`config.mk`:
```
export PLATFORM = sky130hd
export DESIGN_NAME = source2_flat
export DESIGN_NICKNAME = d
export VERILOG_FILES = /design/src/rtl/source2_pkg.sv /design/src/rtl/source2_if.sv /design/src/rtl/source2.sv /design/src/flat_wrapper.sv
export SDC_FILE = /design/constraint.sdc
export NUM_CORES = 1
export LEC_CHECK = 0
export ABC_AREA = 1
export BUFFER_PORTS_ARGS = -buffer_cell sky130_fd_sc_hd__buf_2
export CORE_MARGIN = 5
export CORE_UTILIZATION = 30
export DETAILED_ROUTE_END_ITERATION = 8
export GPL_TIMING_DRIVEN = 0
export PLACE_DENSITY = 0.6
export REMOVE_ABC_BUFFERS = 1
export SLEW_MARGIN = 25
export SYNTH_ARGS = -nofsm -noshare
export SYNTH_HDL_FRONTEND = slang
export SYNTH_SLANG_ARGS = --single-unit
```
`constraint.sdc`:
```
create_clock -name clk -period 2.29 [get_ports clk]
set_input_delay 0.1145 -clock clk [delete_from_list [all_inputs] [get_ports clk]]
set_output_delay 0.1145 -clock clk [all_outputs]
set_load 0.01 [all_outputs]
```
`src/rtl/source2_pkg.sv`:
```
// Shared types and helpers for the two-phase source endpoint.
// State encodings match the ones used by the matching sink endpoints.
package source2_pkg;

    typedef enum logic [2:0] {
        S_IDLE = 3'd0,
        S_SEND = 3'd1,
        S_WAIT = 3'd2,
        S_GAP  = 3'd3,
        S_DONE = 3'd4
    } state_t;

    // The gap counter only needs to hold GAP-1, but never shrinks below one bit.
    function automatic int gap_width(input int gap);
        return (gap > 0) ? $clog2(gap + 1) : 1;
    endfunction

endpackage

```
`src/rtl/source2_if.sv`:
```
// Two-phase req/ack link carrying one data word per request toggle.
interface source2_if #(
    parameter int SIZE = 8
);
    logic            req;
    logic            ack;
    logic [SIZE-1:0] data;

    modport master (output req, output data, input ack);
    modport slave  (input req, input data, output ack);
endinterface

```
`src/rtl/source2.sv`:
```
// Two-phase transmitter: sends START, START+STEP, ... one word per req toggle,
// optionally stopping after COUNT words and idling GAP cycles between words.
module source2
    import source2_pkg::*;
#(
    parameter int ID    = 0,
    parameter int SIZE  = 8,
    parameter int COUNT = 0,
    parameter int GAP   = 0,
    parameter int START = 0,
    parameter int STEP  = 1,
    parameter int CW    = 16
) (
    input  logic          clk,
    input  logic          reset,
    input  logic          en,
    source2_if.master     link,
    output logic [CW-1:0] count,
    output logic          done
);

    localparam int              GW       = gap_width(GAP);
    localparam logic [SIZE-1:0] START_V  = SIZE'(START);
    localparam logic [SIZE-1:0] STEP_V   = SIZE'(STEP);
    localparam logic [CW-1:0]   COUNT_V  = CW'(COUNT);
    localparam logic [GW-1:0]   GAP_LOAD = (GAP > 0) ? GW'(GAP - 1) : '0;

    state_t          state;
    logic            req_q;
    logic [SIZE-1:0] data_q;
    logic [GW-1:0]   gap_cnt;
    logic [CW-1:0]   count_next;

    // ID only labels simulation messages, so it has no hardware effect.
    logic unused_id;
    assign unused_id = ^ID;

    assign count_next = count + CW'(1);
    assign link.req   = req_q;
    assign link.data  = data_q;

    // IDLE also waits for ack == req, so a spurious ack change just parks the
    // block until the link looks idle again instead of double-toggling req.
    always_ff @(posedge clk) begin
        if (!reset) begin
            state   <= S_IDLE;
            req_q   <= 1'b0;
            data_q  <= START_V;
            count   <= '0;
            done    <= 1'b0;
            gap_cnt <= '0;
        end else begin
            case (state)
                S_IDLE: begin
                    if (en && !done && (req_q == link.ack)) begin
                        state <= S_SEND;
                    end
                end
                S_SEND: begin
                    req_q <= ~req_q;
                    state <= S_WAIT;
                end
                S_WAIT: begin
                    if (link.ack == req_q) begin
                        count  <= count_next;
                        data_q <= data_q + STEP_V;
                        if ((COUNT != 0) && (count_next == COUNT_V)) begin
                            done  <= 1'b1;
                            state <= S_DONE;
                        end else if (GAP > 0) begin
                            gap_cnt <= GAP_LOAD;
                            state   <= S_GAP;
                        end else begin
                            state <= S_IDLE;
                        end
                    end
                end
                S_GAP: begin
                    if (gap_cnt == '0) begin
                        state <= S_IDLE;
                    end else begin
                        gap_cnt <= gap_cnt - GW'(1);
                    end
                end
                S_DONE: begin
                    state <= S_DONE;
                end
                default: begin
                    state <= S_IDLE;
                end
            endcase
        end
    end

endmodule

```
`src/flat_wrapper.sv`:
```
// flat-port wrapper written by rule: the top's interface ports become plain ports
module source2_flat import source2_pkg::*;
#(
    parameter int ID    = 0,
    parameter int SIZE  = 8,
    parameter int COUNT = 0,
    parameter int GAP   = 0,
    parameter int START = 0,
    parameter int STEP  = 1,
    parameter int CW    = 16
)
  (clk, reset, en, count, done, link_req, link_data, link_ack);
  source2_if #(.SIZE(SIZE)) link_i ();
  input  logic clk;
  input  logic reset;
  input  logic en;
  output logic [CW-1:0] count;
  output logic done;
  output wire logic [$bits(link_i.req)-1:0] link_req;
  output wire logic [$bits(link_i.data)-1:0] link_data;
  input wire logic [$bits(link_i.ack)-1:0] link_ack;
  assign link_req = link_i.req;
  assign link_data = link_i.data;
  assign link_i.ack = link_ack;
  source2 #(.ID(ID), .SIZE(SIZE), .COUNT(COUNT), .GAP(GAP), .START(START), .STEP(STEP), .CW(CW)) u_core (.clk(clk), .reset(reset), .en(en), .link(link_i), .count(count), .done(done));
endmodule
```
# Yosys cells after proc, flatten, opt, wreduce, memory -nomap -nowiden
# Index checks and enable logic that the tools add are counted.
# word_totals
regBits	29
in_bits	4
output_inout_bits	26
word_cells	27
# classes
add_sub_neg	3
eq_ne	9
mux	5
n_bitwise	1
reduce_logical	4
# op_table
operator	count
$add 16x1->16 const B	1
$pmux 3 s5	1
$mux 3	3
$add 8x1->8 const B	1
$eq 3x2->1 const B	2
$ne 2x1->1 const B	2
$eq 3x1->1 const B	1
$eq 3x3->1 const B	1
$logic_not 3->1	1
$reduce_and 3->1	1
$eq 1x1->1	2
$ne 2x2->1 const B	1
$reduce_and 2->1	1
$logic_and 1x1->1	1
$mux 1	1
$not 1->1	1
$sub 1x1->1 const B	1

# Longest topological paths before layout
# logic_depth
depth_word	4
mapped_depth	9
depth_no_buf	9

# Least setup slack after synthesis
# Ideal clock, no wire load.
# synth_path
path_type	register to register
startpoint	register u_core.count[0]
endpoint	register u_core.count[10]
setup_ns	0.119
arrival_time_ns	1.206
t_required_ns	2.171
setup_slack_ns	0.966
stages_incl_launch_ff	9
n_path_buf	0
synth_period_minus_slack_ns	1.324
path_cell_list	dfxtp_1 ha_1 nand2_1 nor2_1 nand2_1 nor2_4 nand3_1 nand2_1 nor2_1
# synth_between
elab_chain_cells	1
# synth_rtl
item	line_no	source
start, declared	source2.sv:18	output logic [CW-1:0] count,
start signal, assigned	source2.sv:65	count <= count_next;
$add 16x1->16	source2.sv:38	assign count_next = count + CW'(1);
# No other way between the ends.
# A chain may end at the register's enable or synchronous reset.

# Final worst setup path
# Same ends and word-level chain as after synthesis.

==> flow_metrics.py <==
metrics = {
    "status": {
        "status": "finished, final reports clean",
    },
    "clock_tree": {
        "cts-root-buf": "clkbuf_8",
        "cts_tree": "yes",
        "path_clk_slew_ns": 0.10,
        "cts_buffers": 3,
        "post_cts_buffers": 0,
        "cts_sinks": 28,
        "clock_path_buffers": 2,
        "clock_latency_ns": 0.28,
        "htree_levels": 1,
        "ctsResizeCount": 0,
        "ctsHoldBuffers": 0,
    },
    "synth": {
        "yosys.cell_types.count": 27,
        "syn_area_mm2": 0.001440,
        "synthArstFlopShare": 0,
        "avgSynthCellArea_um2": 6.576,
        "synthSimpleGateAreaFrac": 0.4283,
        "yosysSeqAreaShare": 0.3892,
        "synth_edf_count": 0,
        "syn_inst": 219,
        "ys_seq_elements": 28,
        "synth-main-ff-cell": "dfxtp_1",
        "synth_warnings": 0,
        "synth-compound-area-share": 0.07559,
        "synth_top_family_by_area": "simple AND/OR/NAND/NOR gates",
        "synthMuxAreaShare": 0,
        "synth-adder-area-share": 0.01738,
        "synth_xor_xnor_area_share": 0.006082,
    },
    "sta": {
        "skew_ns": 0.009220,
        "rsz0062_at_grt": "false",
        "max_freq_ghz": 0.7036,
        "finalSetupViolCount": 0,
        "drv_slew": 0,
        "hold_violations": 0,
        "period_share": 0.6207,
        "final.min_clock_period_ns": 1.421,
        "finalSetupTns_ns": 0,
    },
    "global_routing": {
        "grt_pass1_wl_um": 5306,
        "grtUsageTotal": 0.1061,
        "antenna_found_initial": 0,
        "grt_max_degree": 23,
        "grt_overflow_total": 0,
        "grt_pass1_vias": 1168,
    },
    "setup_path": {
        "r2r_slack_ns": 0.87,
        "cp_cell_sequence": "ha_1, nand2_1, nor2_1, nand2_1, nor2_4, nand3_1, nand2_1, nor2_1",
        "arrival_ns": 1.60,
        "critPathLaunchType": "flip-flop",
        "cpMostUsedCell": "nand2_1",
        "endpoint_kind": "flip-flop",
        "critPathRequiredTime_ns": 2.47,
        "criticalPathCategory": "reg2reg",
        "path_max_fanout": 6,
        "cp_num_buf_inv": 0,
        "cp_slowest_stage_delay_ns": 0.43,
        "crit_family": "simple AND/OR/NAND/NOR gates",
        "cp_slowest_cell": "dfxtp_1",
    },
    "routing": {
        "routed_wl_um": 3140,
        "vias": 1373,
        "via_per_inst": 4.577,
        "drc": 0,
        "wire_per_inst_um": 10.47,
        "drtIter0Drc": 52,
        "ant_nets": 0,
        "first_pass_iters": 4,
    },
    "floorplanning": {
        "fp-row-count": 25,
        "die_w_um": 79.29,
        "die_h_um": 79.29,
        "initial_utilization": 0.3069,
        "core_mm2": 0.004692,
        "ios": 30,
        "die_area_mm2": 0.006286,
    },
    "layout": {
        "layout_commonest_cell": "nand2_1",
        "fillers": 524,
        "antennaDiodeCount": 0,
        "fin_nets": 253,
        "area_growth_pct": 17.03,
        "mostFrequentLayoutCells": "nand2_1, nor2_1, buf_2, dfxtp_1, inv_1",
        "design_area_mm2": 0.001685,
        "drive_gt1_frac": 0.1707,
    },
    "placement": {
        "place_area_mm2": 0.001614,
        "port_buffers": 28,
        "dp.final_hpwl_um": 2303,
        "gp_congestion": 0.7864,
    },
    "pwr": {
        "peakVddDrop_uv": 181.5,
        "power.density_mw_per_mm2": 561.0,
        "cellLeakagePower_nw": 0.7299,
        "total_power_w": 0.0009455,
    },
    "flow_run": {
        "cap_violations": 0,
    },
    "hold_path": {
        "min_path_type": "in2reg",
    },
}
[final cells by class]
cell class / count / area, µm² / share of cell area
well taps: 54 / 67.56 / 0.04009
repair buffers: 28 / 140.1 / 0.08315
flip-flops and latches: 28 / 560.5 / 0.3326
clock inverters: 1 / 30.03 / 0.01782
inverters: 22 / 82.58 / 0.04900
multi-input cells: 164 / 763.2 / 0.4529
clock buffers: 3 / 41.29 / 0.02450
[layer usage]
metal  global-route usage  vias up  wire [µm]
met4              0.04296        0         53
met5                    0        -          0
met3              0.02721        5        141
li1                     -      742          -
met1               0.1447      597       1663
met2               0.1582       29       1283
[worst paths after layout]
kind                       start                   to  cells past startpoint
max reg2reg      u_core.count[0]     u_core.count[10]                      8
max              u_core.count[0]     u_core.count[10]                      8
min reg2reg  u_core.link.data[4]  u_core.link.data[4]                      2
min                           en      u_core.state[0]                      3
[kinds of logic after synthesis]
kind of cell	after synthesis
compound gates	21
buf+inv	27
flops	28
xor+xnor	1
other cells	1
simple gates	139
fa+ha+maj	2
[power by group]
part | total (W) | switching (W) | internal [W]
clock | 0.000399 | 0.000164 | 0.000234
combinational | 0.0000491 | 0.0000328 | 0.0000163
sequential | 0.000498 | 0.00000621 | 0.000492
total | 0.000946 | 0.000203 | 0.000742
[flip-flops by register name, indices dropped and copies added, names as in the netlist]
| register | flops |
|---|---|
| u_core.state | 3 |
| u_core.count | 16 |
| u_core.link.req | 1 |
| u_core.link.data | 8 |
[Yosys cell counts, types with 2 or more instances]
cell type | number | share of area
and2_1 | 3 | 0.013
nor2_4 | 5 | 0.039
nand4_1 | 2 | 0.0087
nand2_1 | 60 | 0.16
dfxtp_1 | 28 | 0.39
nor2_1 | 45 | 0.12
nand3_1 | 17 | 0.059
buf_4 | 2 | 0.010
o21ai_1 | 2 | 0.0070
inv_1 | 21 | 0.055
a21oi_1 | 12 | 0.042
o21ai_0 | 5 | 0.017
ha_1 | 2 | 0.017
nor3_1 | 2 | 0.0070
[stage by stage]
stage | std cells | setup WS (ns) | hold slack (ns) | utilization
global route | 300 | 0.6474 | 0.1066 | 0.3592
detailed placement | 296 | 0.8660 | 0.3912 | 0.3440
floorplan | 214 | 0.9656 | 0.2349 | -
finish | 300 | 0.8687 | 0.09385 | 0.3592
global placement | 296 | 0.8554 | 0.3857 | 0.3440
CTS | 300 | 0.8311 | 0.08339 | 0.3592
[worst register-to-register path: stages, from the launching register on]
cell	delay, ns
dfxtp_1	0.43
ha_1	0.24
nand2_1	0.07
nor2_1	0.14
nand2_1	0.11
nor2_4	0.16
nand3_1	0.08
nand2_1	0.07
nor2_1	0.04
Note: power is estimated with default switching activity, not from simulation.
